===== src/rtl/alarm_pkg.sv =====
// Shared types and defaults for the alarm-clock datapath blocks.
// Holds the countdown timer state encoding and the default tick rate
// of the divided clock (cycles of clk_internal per second).
package alarm_pkg;

  typedef enum logic [1:0] {
    IDLE    = 2'd0,
    RUNNING = 2'd1,
    PAUSED  = 2'd2,
    EXPIRED = 2'd3
  } timer_state_t;

  // Default number of clk_internal cycles per one-second step.
  localparam int unsigned TICKS_PER_SEC_DEFAULT = 16;

  // A new seconds value may be taken in every state except RUNNING.
  function automatic logic timer_can_load(input timer_state_t s);
    return (s != RUNNING);
  endfunction

endpackage


===== src/rtl/countdown_timer_tick_prescaler.sv =====
// tick_prescaler: counts enabled cycles and emits a one-cycle terminal
// tick every TICKS enabled cycles. Clearing forces the count to zero and
// wins over enable. While disabled the count is preserved, so a paused
// consumer resumes mid-second exactly where it stopped.
module tick_prescaler #(
  parameter int unsigned TICKS = 16,
  parameter int unsigned BITS  = $clog2(TICKS)
) (
  input  logic clk_i,
  input  logic reset_i,
  input  logic en_i,
  input  logic clr_i,
  output logic tick_o
);

  localparam logic [BITS-1:0] LAST = BITS'(TICKS - 1);

  logic [BITS-1:0] cnt_q;
  logic [BITS-1:0] cnt_d;

  // Terminal count only counts as a tick on an enabled, non-cleared cycle.
  assign tick_o = en_i && !clr_i && (cnt_q == LAST);

  // Next count: clear, wrap on terminal count, step when enabled, else hold.
  always_comb begin
    cnt_d = cnt_q;
    if (clr_i) begin
      cnt_d = '0;
    end else if (en_i) begin
      if (cnt_q == LAST) begin
        cnt_d = '0;
      end else begin
        cnt_d = cnt_q + BITS'(1);
      end
    end
  end

  // Count register with asynchronous active-high reset.
  always_ff @(posedge clk_i or posedge reset_i) begin
    if (reset_i) begin
      cnt_q <= '0;
    end else begin
      cnt_q <= cnt_d;
    end
  end

endmodule


===== src/rtl/countdown_timer.sv =====
// countdown_timer: loadable seconds down-counter for the alarm clock.
// Prescales clk_internal to one-second ticks, counts the loaded value to
// zero and raises a sticky alarm plus a one-cycle expired_pulse.
// Optional build macro COUNTDOWN_AUTO_RELOAD_EN: on expiry reload the last
// loaded value and keep running instead of entering EXPIRED.
//
// Load handshake: a value transfers on a rising edge where load_valid and
// load_ready are both high. load_ready depends only on state (low while
// RUNNING); the producer holds load_valid and load_value stable until the
// transfer edge and must not rely on a load being taken while RUNNING.
module countdown_timer
  import alarm_pkg::*;
#(
  parameter int unsigned COUNTING_BITS = 16,
  parameter int unsigned TICKS_PER_SEC = TICKS_PER_SEC_DEFAULT
) (
  input  logic                     clk_internal,
  input  logic                     reset,
  input  logic                     load_valid,
  output logic                     load_ready,
  input  logic [COUNTING_BITS-1:0] load_value,
  input  logic                     start,
  input  logic                     pause,
  input  logic                     ack,
  output logic [COUNTING_BITS-1:0] remaining,
  output logic                     busy,
  output logic                     alarm,
  output logic                     expired_pulse,
  output timer_state_t             state_dbg
);

  // TICKS_PER_SEC must be at least 2 so a second spans several cycles.
  localparam int unsigned PRESCALE_BITS = $clog2(TICKS_PER_SEC);
  localparam logic [COUNTING_BITS-1:0] ONE = COUNTING_BITS'(1);

  timer_state_t             state_q;
  logic [COUNTING_BITS-1:0] remaining_q;
  logic                     alarm_q;
  logic                     pulse_q;
`ifdef COUNTDOWN_AUTO_RELOAD_EN
  logic [COUNTING_BITS-1:0] reload_q;
`endif

  logic load_fire;
  logic idle_start;
  logic presc_en;
  logic presc_clr;
  logic sec_tick;

  assign load_ready = timer_can_load(state_q);
  assign load_fire  = load_valid && load_ready;

  // A start from IDLE only counts with a non-zero value and no load pending.
  assign idle_start = (state_q == IDLE) && start && !load_fire &&
                      (remaining_q != '0);

  // Pause freezes the prescaler on the same cycle it is seen, so a
  // coincident terminal count does not turn into a decrement.
  assign presc_en  = (state_q == RUNNING) && !pause;
  assign presc_clr = load_fire || idle_start;

  tick_prescaler #(
    .TICKS (TICKS_PER_SEC),
    .BITS  (PRESCALE_BITS)
  ) u_prescaler (
    .clk_i   (clk_internal),
    .reset_i (reset),
    .en_i    (presc_en),
    .clr_i   (presc_clr),
    .tick_o  (sec_tick)
  );

  // Timer FSM with registered remaining/alarm/pulse outputs.
  always_ff @(posedge clk_internal or posedge reset) begin
    if (reset) begin
      state_q     <= IDLE;
      remaining_q <= '0;
      alarm_q     <= 1'b0;
      pulse_q     <= 1'b0;
`ifdef COUNTDOWN_AUTO_RELOAD_EN
      reload_q    <= '0;
`endif
    end else begin
      pulse_q <= 1'b0;
      // ack clears alarm in any state; an expiry below overrides it.
      if (ack) begin
        alarm_q <= 1'b0;
      end
      if (load_fire) begin
        remaining_q <= load_value;
`ifdef COUNTDOWN_AUTO_RELOAD_EN
        reload_q    <= load_value;
`endif
      end
      case (state_q)
        IDLE: begin
          if (idle_start) begin
            state_q <= RUNNING;
          end
        end
        RUNNING: begin
          if (pause) begin
            state_q <= PAUSED;
          end else if (sec_tick) begin
            if (remaining_q == ONE) begin
              alarm_q <= 1'b1;
              pulse_q <= 1'b1;
`ifdef COUNTDOWN_AUTO_RELOAD_EN
              if (reload_q != '0) begin
                remaining_q <= reload_q;
              end else begin
                remaining_q <= '0;
                state_q     <= EXPIRED;
              end
`else
              remaining_q <= '0;
              state_q     <= EXPIRED;
`endif
            end else if (remaining_q != '0) begin
              remaining_q <= remaining_q - ONE;
            end
          end
        end
        PAUSED: begin
          if (!load_fire && start && !pause) begin
            state_q <= RUNNING;
          end
        end
        EXPIRED: begin
          if (load_fire || ack) begin
            state_q <= IDLE;
          end
        end
        default: begin
          state_q <= IDLE;
        end
      endcase
    end
  end

  assign remaining     = remaining_q;
  assign busy          = (state_q == RUNNING);
  assign alarm         = alarm_q;
  assign expired_pulse = pulse_q;
  assign state_dbg     = state_q;

endmodule


===== config.mk =====
export PLATFORM = sky130hd
export DESIGN_NAME = countdown_timer
export DESIGN_NICKNAME = d
export VERILOG_FILES = /design/src/rtl/alarm_pkg.sv /design/src/rtl/countdown_timer_tick_prescaler.sv /design/src/rtl/countdown_timer.sv
export SDC_FILE = /design/constraint.sdc
export NUM_CORES = 1
export LEC_CHECK = 0
export ABC_CLOCK_PERIOD_IN_PS = 7500
export CORE_ASPECT_RATIO = 1.1
export CORE_MARGIN = 1.5
export CORE_UTILIZATION = 52
export CTS_BUF_LIST = sky130_fd_sc_hd__clkbuf_8 sky130_fd_sc_hd__clkbuf_16
export CTS_CLUSTER_DIAMETER = 80
export CTS_CLUSTER_SIZE = 16
export DETAILED_ROUTE_END_ITERATION = 7
export PLACE_DENSITY = 0.85
export SYNTH_ARGS = -nofsm -noshare
export SYNTH_HDL_FRONTEND = slang
export SYNTH_SLANG_ARGS = --single-unit

===== constraint.sdc =====
create_clock -name clk_internal -period 7.5 [get_ports clk_internal]
set_input_delay 0.75 -clock clk_internal [delete_from_list [all_inputs] [get_ports clk_internal]]
set_output_delay 0.75 -clock clk_internal [all_outputs]
set_load 0.01 [all_outputs]

==> results of run 1 <==
==> placed cells by master, fill, tap and decap left out, drive strengths merged, types with 2 or more instances in the layout <==
cell type	netlist	routed
a21o	2	2
a21oi	12	12
a22oi	4	4
a31oi	7	7
a32oi	2	2
and2	2	2
and4	2	2
clkbuf	5	3
clkdlybuf4s50	0	43
dfrtp	24	24
ha	4	4
inv	12	12
mux2	4	4
nand2	22	22
nand3	10	10
nand4	5	5
nor2	10	10
nor3	7	7
nor4	7	7
o211ai	3	3
o21ai	15	15
o31a	2	2
o31ai	2	2
or3	4	4
or4	4	4
==> how the worst max path moves through the flow <==
stage	cells past startpoint	to	slack, ps	from
final	7	remaining[4]$_DFF_PP0_	4780	remaining[0]$_DFF_PP0_
after global routing	7	remaining[9]$_DFF_PP0_	4680	remaining[0]$_DFF_PP0_
after CTS	7	remaining[11]$_DFF_PP0_	4840	remaining[0]$_DFF_PP0_
after detailed placement	6	remaining[13]$_DFF_PP0_	4730	pause
after global placement	6	state_dbg[1]$_DFFE_PP0P_	4810	pause
after floorplan	8	remaining[11]$_DFF_PP0_	4970	remaining[0]$_DFF_PP0_
==> sequential cells by signal, indices dropped and copies added (netlist names) <==
name / flops
remaining: 16
u_prescaler.cnt_q: 4
expired_pulse: 1
state_dbg: 2
alarm: 1
==> cell usage after synthesis, drive strengths merged (5+ instances only) <==
cell type,n
dfrtp,24
nand4,5
nor3,7
clkbuf,5
inv,12
a31oi,7
nand2,22
a21oi,12
nand3,10
o21ai,15
nor2,10
nor4,7
==> logic make-up after synthesis <==
| kind of cell | after synthesis | share of synthesized area [%] |
|---|---|---|
| adders and majority gates | 4 | 3.13 |
| AOI/OAI and AO/OA | 54 | 22.8 |
| xor gates and xnor gates | 2 | 1.09 |
| buffers and inverters | 21 | 5.94 |
| and+or+nand+nor | 79 | 26.1 |
| muxes | 5 | 3.44 |
| DFF | 24 | 37.5 |
==> worst max-delay path: stages (launching register included) <==
cell and delay [ps]:
sky130_fd_sc_hd__dfrtp_1 450, sky130_fd_sc_hd__inv_1 170, sky130_fd_sc_hd__ha_1 260, sky130_fd_sc_hd__or4b_2 620, sky130_fd_sc_hd__or4_4 500, sky130_fd_sc_hd__a21oi_1 320, sky130_fd_sc_hd__o21ai_0 170, sky130_fd_sc_hd__a21oi_1 150
==> metal layers <==
| layer | share of wire (%) | vias up |
|---|---|---|
| li1 | - | 787 |
| met1 | 38 | 840 |
| met2 | 53 | 81 |
| met3 | 7.4 | 11 |
| met4 | 1.9 | 0 |
| met5 | 0 | - |
==> power groups by stage <==
stage / sequential, W / clock (W) / combinational, W
3_5_place_dp: 0.000225 / 0 / 0.000267
5_1_grt: 0.000232 / 0.0000843 / 0.000295
3_3_place_gp: 0.000220 / 0 / 0.000260
4_1_cts: 0.000223 / 0.0000793 / 0.000272
6_report: 0.000226 / 0.0000800 / 0.000273
2_1_floorplan: 0.000224 / 0 / 0.000142
==> stage by stage <==
step	area, um2	hold slack (ps)	utilization, %	instances	worst slack (ps)
after floorplan	1600	485	-	189	4970
after global placement	2020	461	70.9	256	4810
after detailed placement	2020	521	70.9	256	4730
after CTS	2060	536	72.4	259	4840
after global routing	2060	558	72.4	259	4680
final	2060	536	72.4	259	4780
==> layout make-up <==
class	instances	share of cell area [%]
multi-input cells	144	43.9
flip-flops and latches	24	29.1
repair buffers	43	20.8
inverters	12	2.18
clock buffers	3	2.00
well taps	33	2.00
==> summary.md, run 1 <==
| Metric | Value |
|---|---|
| Number of max-cap violations | `0` |
| Worst slew slack as a fraction of its limit | `35.8%` |
| Count of unique library cells instantiated by Yosys | `44` |
| Global routing usage summed across all routing layers | `29.0%` |
| Internal reg-to-reg setup slack | `4780 ps` |
| Quantity of I/O buffers inserted on ports | `43` |
| Sw Pwr | `0.000243 W` |
| FF+latch count, synth | `24` |
| Origin of the critical flop-to-flop path | `remaining[0]$_DFF_PP0_` |
| Post-cts resize count | `0` |
| Number of DRC violations after detailed routing | `0` |
| Count of warnings emitted by yosys | `0` |
| Maximum fanout along the worst path | `7` |
| # Post-CTS Setup Buffers | `0` |
| Overall die height | `about 61 um` |
| Count of mapped cells out of synthesis | `189` |
| Maximum clock path buffer count | `2` |
| Unrepaired setup endpoints after global routing | `false` |
| Fin crit share | `36.3%` |
| CTS tree | `built` |
| Power density over the cells | `281 nW/um2` |
| WHS Endpoint | `u_prescaler.cnt_q[0]$_DFFE_PP0P_` |
| Switching portion of total power | `41.9%` |
| Final setup skew | `2.26 ps` |
| Power after layout | `0.000579 W` |
| Routed wirelength normalized by instance count | `18.1 um` |
| Wirelength, routed | `around 4.7 mm` |
| Via count | `1719` |
| Drt first-iter violations | `163` |
| Number of rows in the core area | `20` |
| Proportion of netlist area held by the largest area contributor | `approximately 38%` |
| Detail Placement HPWL | `around 3.4 mm` |
| Source-to-sink clock delay at the later pin of the worst-skew pair | `270 ps` |
| Critical path data arrival time | `2920 ps` |
| Status | `finished clean` |
| Min-delay src | `u_prescaler.cnt_q[0]$_DFFE_PP0P_` |
| Commonest register cell after synthesis | `sky130_fd_sc_hd__dfrtp_1` |
| Class of the worst hold path | `reg2reg` |
| Hold-fix buffers, CTS | `0` |
| Met3 usage in global routing | `4.83%` |
| Total die area | `3420 um2` |
| Via count of the first global-routing pass | `1701` |
| Cell-internal power | `0.000337 W` |
| Peak supply drop | `189 uV` |
| Number of antenna cells inserted | `0` |
| Pin count of the biggest net entering global routing | `25` |
| R2R Path End | `remaining[4]$_DFF_PP0_` |
| First-pass GRT wire length | `7.82 mm` |
| Net count of the finished layout | `254` |
| Critical Path RT | `7700 ps` |
| Clock transition at the registers of the reported paths | `90 ps` |
| Standby leakage power | `0.828 nW` |
| Final weighted congestion in routability-driven placement | `0.855` |
| R2R cell count | `7` |
| Register share of total power | `39.1%` |
| Global routing usage on met2 | `54.3%` |
| Clock share of power | `13.8%` |
| FF/Latch Area | `about 600 um2` |
| Area taken by multi-input logic gates | `around 910 um2` |
| Number of antenna violations at the first check in global routing | `0` |
| ANT nets after route | `0` |
| Post-Syn Area | `around 1600 um2` |
| Count of flip-flops with a built-in enable after synthesis | `0` |
| M1 GR Usage | `34.1%` |
| Critical path type | `reg2reg` |
| Crit start category | `flop` |
| Layout-stage area growth over the synthesis result | `28.9%` |
| Share of flip-flops with an asynchronous set or reset after synthesis | `100%` |
| Final setup TNS | `0 ps` |
| Number of clock buffers inserted by TritonCTS | `3` |
| Total of endpoints with negative setup slack in the final report | `0` |
| Count of endpoints failing hold in the final timing report | `0` |
| Starting density of the core | `56.1%` |
| Share of the yosys chip area belonging to registers | `37.5%` |
| Drt pass-1 iters | `4` |
| Hold Crit Depth | `1` |
| Die span in x | `55.9 um` |
| Slew @ Worst Pin | `962 ps` |
| Total congestion overflow after global routing | `0` |
| Top cells by area, synth | `sky130_fd_sc_hd__dfrtp_1, sky130_fd_sc_hd__nand2_1, sky130_fd_sc_hd__o21ai_0, sky130_fd_sc_hd__a21oi_1, sky130_fd_sc_hd__ha_1` |
| Largest area contributor in the synthesized netlist | `sky130_fd_sc_hd__dfrtp_1` |
| Syn_nets | `215` |
| Final number of max-transition violations | `0` |
| Fraction of final layout cells sized beyond drive strength 1 | `6.19%` |
| Filler cell count | `between 200 and 250` |
| Placeable core region | `2850 um2` |
| Minimum clock period after layout | `2720 ps` |
| Clock sink count | `24` |
| Kind of end point of the critical path | `flop` |
| Cell at the root of the clock tree | `sky130_fd_sc_hd__clkbuf_8` |
| Top Usage Layer GRT | `met2` |
| I/O pin total | `44` |
| Synth Area per Inst | `around 8.5 um2` |
| H-tree depth | `1` |
| Peak clock frequency supported by timing | `0.368 GHz` |
| Average vias per placed instance | `6.64` |
| Combinational group share of total power | `47.1%` |
Power figures use the tool's default switching activity.
==> inputs of run 2 (changes only) <==
--- a/config.mk
+++ b/config.mk
@@ -5,15 +5,15 @@
 export SDC_FILE = /design/constraint.sdc
 export NUM_CORES = 1
 export LEC_CHECK = 0
-export ABC_CLOCK_PERIOD_IN_PS = 7500
+export ABC_CLOCK_PERIOD_IN_PS = 2360
 export CORE_ASPECT_RATIO = 1.1
 export CORE_MARGIN = 1.5
-export CORE_UTILIZATION = 52
+export CORE_UTILIZATION = 43
 export CTS_BUF_LIST = sky130_fd_sc_hd__clkbuf_8 sky130_fd_sc_hd__clkbuf_16
 export CTS_CLUSTER_DIAMETER = 80
 export CTS_CLUSTER_SIZE = 16
 export DETAILED_ROUTE_END_ITERATION = 7
-export PLACE_DENSITY = 0.85
+export PLACE_DENSITY = 0.76
 export SYNTH_ARGS = -nofsm -noshare
 export SYNTH_HDL_FRONTEND = slang
 export SYNTH_SLANG_ARGS = --single-unit
==> constraint.sdc (replaced) <==
create_clock -name clk_internal -period 2.36 [get_ports clk_internal]
set_input_delay 0.236 -clock clk_internal [delete_from_list [all_inputs] [get_ports clk_internal]]
set_output_delay 0.236 -clock clk_internal [all_outputs]
set_load 0.01 [all_outputs]
==> run 2 against run 1 <==
Effect of this change: global-route usage shrank 4.9 points; maximum frequency is 18% higher; worst setup slack worse by 4700 ps; power rose to 3.6 times the previous value; highest routed layer unchanged; sequential share of layout area shrank 3.5 points.
==> summary.md, run 2 (synthesis results as in run 1) <==
| Metric | Value |
|---|---|
| Fin crit share | `97.6%` |
| Net count of the finished layout | `281` |
| ANT nets after route | `0` |
| Die span in x | `61.2 um` |
| CTS tree | `built` |
| Clock sink count | `24` |
| I/O pin total | `44` |
| Drt pass-1 iters | `4` |
| Flip-flop count of the largest register after layout | `16` |
| Cell at the root of the clock tree | `sky130_fd_sc_hd__clkbuf_8` |
| Area of all placed cells without fillers | `2360 um2` |
| FF/Latch Area | `just over 600 um2` |
| Final number of max-transition violations | `0` |
| Layout-stage area growth over the synthesis result | `47.3%` |
| Number of rows in the core area | `23` |
| Standby leakage power | `0.979 nW` |
| Peak clock frequency supported by timing | `0.434 GHz` |
| Via count | `1731` |
| Wirelength, routed | `4.62 mm` |
| Worst slew slack as a fraction of its limit | `between 60 and 70%` |
| Peak supply drop | `roughly 420 uV` |
| Routed wirelength normalized by instance count | `15.2 um` |
| Pin count of the biggest net entering global routing | `25` |
| Slew @ Worst Pin | `roughly 510 ps` |
| Maximum fanout along the worst path | `7` |
| Non-filler instance count after layout | `304` |
| Total die area | `slightly above 4000 um2` |
| Starting density of the core | `44.5%` |
| Count of endpoints failing hold in the final timing report | `0` |
| Overall die height | `67.0 um` |
| Critical Path RT | `2550 ps` |
| H-tree depth | `1` |
| Status | `finished clean` |
| Global routing usage summed across all routing layers | `24.0%` |
| Maximum clock path buffer count | `2` |
| Power density over the cells | `894 nW/um2` |
| Final weighted congestion in routability-driven placement | `0.924` |
| Critical path type | `reg2reg` |
| Kind of end point of the critical path | `flop` |
| Number of DRC violations after detailed routing | `0` |
| Critical path data arrival time | `2500 ps` |
| First-pass GRT wire length | `about 7.3 mm` |
| Unrepaired setup endpoints after global routing | `false` |
| Fraction of final layout cells sized beyond drive strength 1 | `between 10% and 20%` |
| Detail Placement HPWL | `3.43 mm` |
| Top library cells by usage in the layout, fill and taps aside | `sky130_fd_sc_hd__clkdlybuf4s50_1, sky130_fd_sc_hd__buf_4, sky130_fd_sc_hd__nand2_1, sky130_fd_sc_hd__dfrtp_1, sky130_fd_sc_hd__o21ai_0` |
| Total instance count after detailed placement | `300` |
| Leading cell type in the layout, fill and taps excluded | `sky130_fd_sc_hd__clkdlybuf4s50_1` |
| Clock transition at the registers of the reported paths | `90 ps` |
| Hold-fix buffers, CTS | `0` |
| Final setup skew | `6.78 ps` |
| Number of antenna cells inserted | `0` |
| # Post-CTS Setup Buffers | `0` |
| Total of endpoints with negative setup slack in the final report | `0` |
| Total congestion overflow after global routing | `0` |
| Average vias per placed instance | `5.69` |
| Minimum clock period after layout | `2300 ps` |
| Area taken by multi-input logic gates | `931 um2` |
| Source-to-sink clock delay at the later pin of the worst-skew pair | `270 ps` |
| Filler cell count | `316` |
| Via count of the first global-routing pass | `1561` |
| Quantity of I/O buffers inserted on ports | `between 40 and 50` |
| Number of antenna violations at the first check in global routing | `0` |
| Final setup TNS | `0 ps` |
| Drt first-iter violations | `100` |
| Class of the worst hold path | `in2async` |
| Number of max-cap violations | `0` |
| Placeable core region | `3600 um2` |
| Number of clock buffers inserted by TritonCTS | `3` |
| Layout Utilization | `~66%` |
| Crit start category | `flop` |
| Placed instance area | `about 2300 um2` |
run 2: final timing paths:
check                                        from                      to  slack [ps]  cells past startpoint
max                        remaining[4]$_DFF_PP0_  remaining[4]$_DFF_PP0_          60                      6
min                                         reset  remaining[6]$_DFF_PP0_         300                      3
min in group clk_internal         alarm$_DFF_PP0_         alarm$_DFF_PP0_         490                      1
max in group asynchronous                   reset  remaining[0]$_DFF_PP0_        1790                      3
min reg2reg                       alarm$_DFF_PP0_         alarm$_DFF_PP0_         490                      1
max reg2reg                remaining[4]$_DFF_PP0_  remaining[4]$_DFF_PP0_          60                      6
run 2: timing repair:
action | CTS | global route
endpoints found under the setup margin | 0 | 3
gates resized for setup | 0 | 2
endpoints found under the hold margin | 0 | 0
run 2: critical path, cell delays in order (launching register included):
cell	delay, ps
sky130_fd_sc_hd__dfrtp_1	430
sky130_fd_sc_hd__or4_4	580
sky130_fd_sc_hd__or4_4	610
sky130_fd_sc_hd__a21oi_2	150
sky130_fd_sc_hd__buf_4	160
sky130_fd_sc_hd__o21ai_0	120
sky130_fd_sc_hd__a21oi_1	180
run 2: cell type report:
cell class	count	share of cell area, %
multi-input cells	144	39.5
well taps	50	2.65
repair buffers	70	27.4
clock inverters	1	1.27
inverters	12	1.91
clock buffers	3	1.75
flip-flops and latches	24	25.6
run 2: metal layers:
| metal | vias up | GRT usage, % | routed length (um) |
|---|---|---|---|
| met5 | - | 0 | 0 |
| met2 | 65 | 40.3 | 2310 |
| met1 | 819 | 30.8 | 1980 |
| met3 | 6 | 4.08 | 269 |
| met4 | 0 | 7.61 | 61 |
| li1 | 841 | - | - |
run 2: metrics by stage:
stage / setup WS [ps] / hold WS (ps) / total power (W)
final: 57.0 / 305 / 0.00211
after global routing: 11.2 / 343 / 0.00225
after CTS: 66.4 / 312 / 0.00210
after detailed placement: 120 / 473 / 0.00173
after global placement: 155 / 464 / 0.00171
after floorplan: 10.6 / 250 / 0.00118
run 2: power breakdown:
part | leakage (nW) | total [W] | internal [W] | switching (W)
registers | 0.298 | 0.000628 | 0.000525 | 0.000103
clock network | 0.0357 | 0.000366 | 0.000227 | 0.000139
logic | 0.645 | 0.00112 | 0.000569 | 0.000546
==> inputs of run 3 (changes only) <==
==> constraint.sdc (replaced) <==
create_clock -name clk_internal -period 2.36 [get_ports clk_internal]
set_input_delay 0.236 -clock clk_internal [delete_from_list [all_inputs] [get_ports clk_internal]]
set_output_delay 0.236 -clock clk_internal [all_outputs]
set_load 0.005 [all_outputs]
==> run 3 against run 2 <==
Effect of this change: die area did not move; worst setup slack improved by 25 ps; power fell by 2.3%; maximum frequency rose by 1.1%; routed wire length fell by 3.1%; sequential power rose by 0.6%; design area fell by 0.48%; cell count rose by 0.33%; sequential share of layout area barely moved; clock skew barely moved; largest cell class unchanged.
==> summary.md, run 3 (synthesis results as in run 1) <==
| Metric | Value |
|---|---|
| R2R Path End | `remaining[11]$_DFF_PP0_` |
| Standby leakage power | `just under 1 nW` |
| Drt first-iter violations | `158` |
| Flip-flop count of the largest register after layout | `16` |
| Kind of end point of the critical path | `flop` |
| Total die area | `4100 um2` |
| Setup WS pre-CTS | `65.5 ps` |
| Net count of the finished layout | `282` |
| I/O pin total | `44` |
| ANT nets after route | `0` |
| Source-to-sink clock delay at the later pin of the worst-skew pair | `280 ps` |
| Startpoint of the most critical setup path | `remaining[4]$_DFF_PP0_` |
| Drt pass-1 iters | `4` |
| Fin crit share | `96.5%` |
| Minimum clock period after layout | `2280 ps` |
| Via count of the first global-routing pass | `~1600` |
| Die span in x | `roughly 61 um` |
| Number of antenna cells inserted | `0` |
| Area taken by multi-input logic gates | `927 um2` |
| Pin count of the biggest net entering global routing | `25` |
| Starting density of the core | `~45%` |
| Uppermost layer routed | `met4` |
| Power density over the cells | `878 nW/um2` |
| Number of buffer and inverter instances along the worst setup path | `0` |
| Largest incremental delay on the critical path | `600 ps` |
| Kind of cell with the highest combined delay on the critical path | `simple AND/OR/NAND/NOR gates` |
| Destination of the critical timing path | `remaining[11]$_DFF_PP0_` |
| Number of DRC violations after detailed routing | `0` |
| Placeable core region | `3600 um2` |
| Number of rows in the core area | `23` |
| Leading cell type in the layout, fill and taps excluded | `sky130_fd_sc_hd__clkdlybuf4s50_1` |
| Least setup slack across all paths after layout | `approximately 82 ps` |
| Final setup TNS | `0 ps` |
| Origin of the critical flop-to-flop path | `remaining[4]$_DFF_PP0_` |
| Most frequent cell on the critical path | `sky130_fd_sc_hd__or4_4` |
| Number of antenna violations at the first check in global routing | `0` |
| Cell at the root of the clock tree | `sky130_fd_sc_hd__clkbuf_8` |
| Cell-by-cell trace of the critical path | `or4_4, or4_4, nand4_1, mux2_2, nor3_2` |
| Critical path data arrival time | `2480 ps` |
| Crit start category | `flop` |
| M1 WL | `2.04 mm` |
| Filler cell count | `about 300` |
| Routed wirelength normalized by instance count | `14.7 um` |
| Wirelength, routed | `4.48 mm` |
| Class of the worst hold path | `in2async` |
| FF/Latch Area | `601 um2` |
| Internal reg-to-reg setup slack | `80 ps` |
| Count of cell instances traversed by the critical path | `5` |
| Detailed route wirelength on metal2 | `2.14 mm` |
| Overall die height | `67.0 um` |
| H-tree depth | `1` |
| Slowest stage cell on the critical path | `sky130_fd_sc_hd__or4_4` |
| Fraction of final layout cells sized beyond drive strength 1 | `around 18%` |
| # Post-CTS Setup Buffers | `0` |
| Total of endpoints with negative setup slack in the final report | `0` |
| Total congestion overflow after global routing | `0` |
| Clock transition at the registers of the reported paths | `100 ps` |
| Final weighted congestion in routability-driven placement | `0.932` |
| Status | `finished clean` |
| Routed length on met3 | `between 200 and 250 um` |
| Final number of max-transition violations | `0` |
| Peak supply drop | `378 uV` |
| First-pass GRT wire length | `6.95 mm` |
| Slew @ Worst Pin | `slightly below 400 ps` |
| Critical Path RT | `2560 ps` |
| Top library cells by usage in the layout, fill and taps aside | `sky130_fd_sc_hd__clkdlybuf4s50_1, sky130_fd_sc_hd__buf_4, sky130_fd_sc_hd__dfrtp_1` |
| Clock sink count | `24` |
| Critical path type | `reg2reg` |
| Post-cts resize count | `0` |
| CTS tree | `built` |
| Layout-stage area growth over the synthesis result | `46.6%` |
| Final setup skew | `~6.7 ps` |
| Count of endpoints failing hold in the final timing report | `0` |
| Quantity of I/O buffers inserted on ports | `43` |
| Maximum fanout along the worst path | `7` |
| Number of max-cap violations | `0` |
| R2R cell count | `5` |
| Global routing usage summed across all routing layers | `approximately 22%` |
| Hold-fix buffers, CTS | `0` |
| Detail Placement HPWL | `3.33 mm` |
| Average vias per placed instance | `between 5 and 6` |
| Number of clock buffers inserted by TritonCTS | `3` |
| Peak clock frequency supported by timing | `0.439 GHz` |
| Via count | `1720` |
| Maximum clock path buffer count | `2` |
| Unrepaired setup endpoints after global routing | `false` |
| Worst slew slack as a fraction of its limit | `between 70% and 80%` |
==> run 3: power breakdown <==
| part | leakage (nW) | switching, W | internal, W |
|---|---|---|---|
| registers | 0.300 | 0.000110 | 0.000522 |
| clock network | 0.0357 | 0.000149 | 0.000227 |
| logic | 0.646 | 0.000484 | 0.000568 |
| total | 0.982 | 0.000743 | 0.00132 |
==> run 3: area by class of cell <==
cell class,count,share of cell area [%]
repair buffers,71,27.3
multi-input cells,144,39.5
flip-flops and latches,24,25.6
inverters,12,1.92
well taps,50,2.67
clock buffers,3,1.76
clock inverters,1,1.28
==> run 3: worst min path at each step <==
stage | from | to | slack (ps) | cells after the start
after floorplan | reset | alarm$_DFF_PP0_ | 250 | 1
after global routing | reset | expired_pulse$_DFF_PP0_ | 350 | 3
after global placement | alarm$_DFF_PP0_ | alarm$_DFF_PP0_ | 470 | 1
after CTS | reset | expired_pulse$_DFF_PP0_ | 320 | 3
after detailed placement | alarm$_DFF_PP0_ | alarm$_DFF_PP0_ | 490 | 1
final | reset | expired_pulse$_DFF_PP0_ | 300 | 3
==> run 3: layer usage <==
metal / track usage, % / up-vias
li1: - / 843
met1: 31.8 / 810
met2: 34.7 / 58
met3: 3.11 / 9
met4: 7.34 / 0
met5: 0 / -
==> run 3: worst min-delay path: stages <==
cell                              delay, ps
sky130_fd_sc_hd__clkdlybuf4s50_1        400
sky130_fd_sc_hd__inv_1                   50
sky130_fd_sc_hd__buf_4                  300
==> run 3: through the flow <==
stage	hold WS [ps]	instances	util [%]	power, W	area (um2)
floorplan	251	189	-	0.00113	1610
global placement	467	301	62.9	0.00165	2260
detailed placement	486	301	62.9	0.00167	2260
CTS	317	305	64.8	0.00204	2330
global route	348	305	65.3	0.00219	2350
finish	304	305	65.3	0.00206	2350
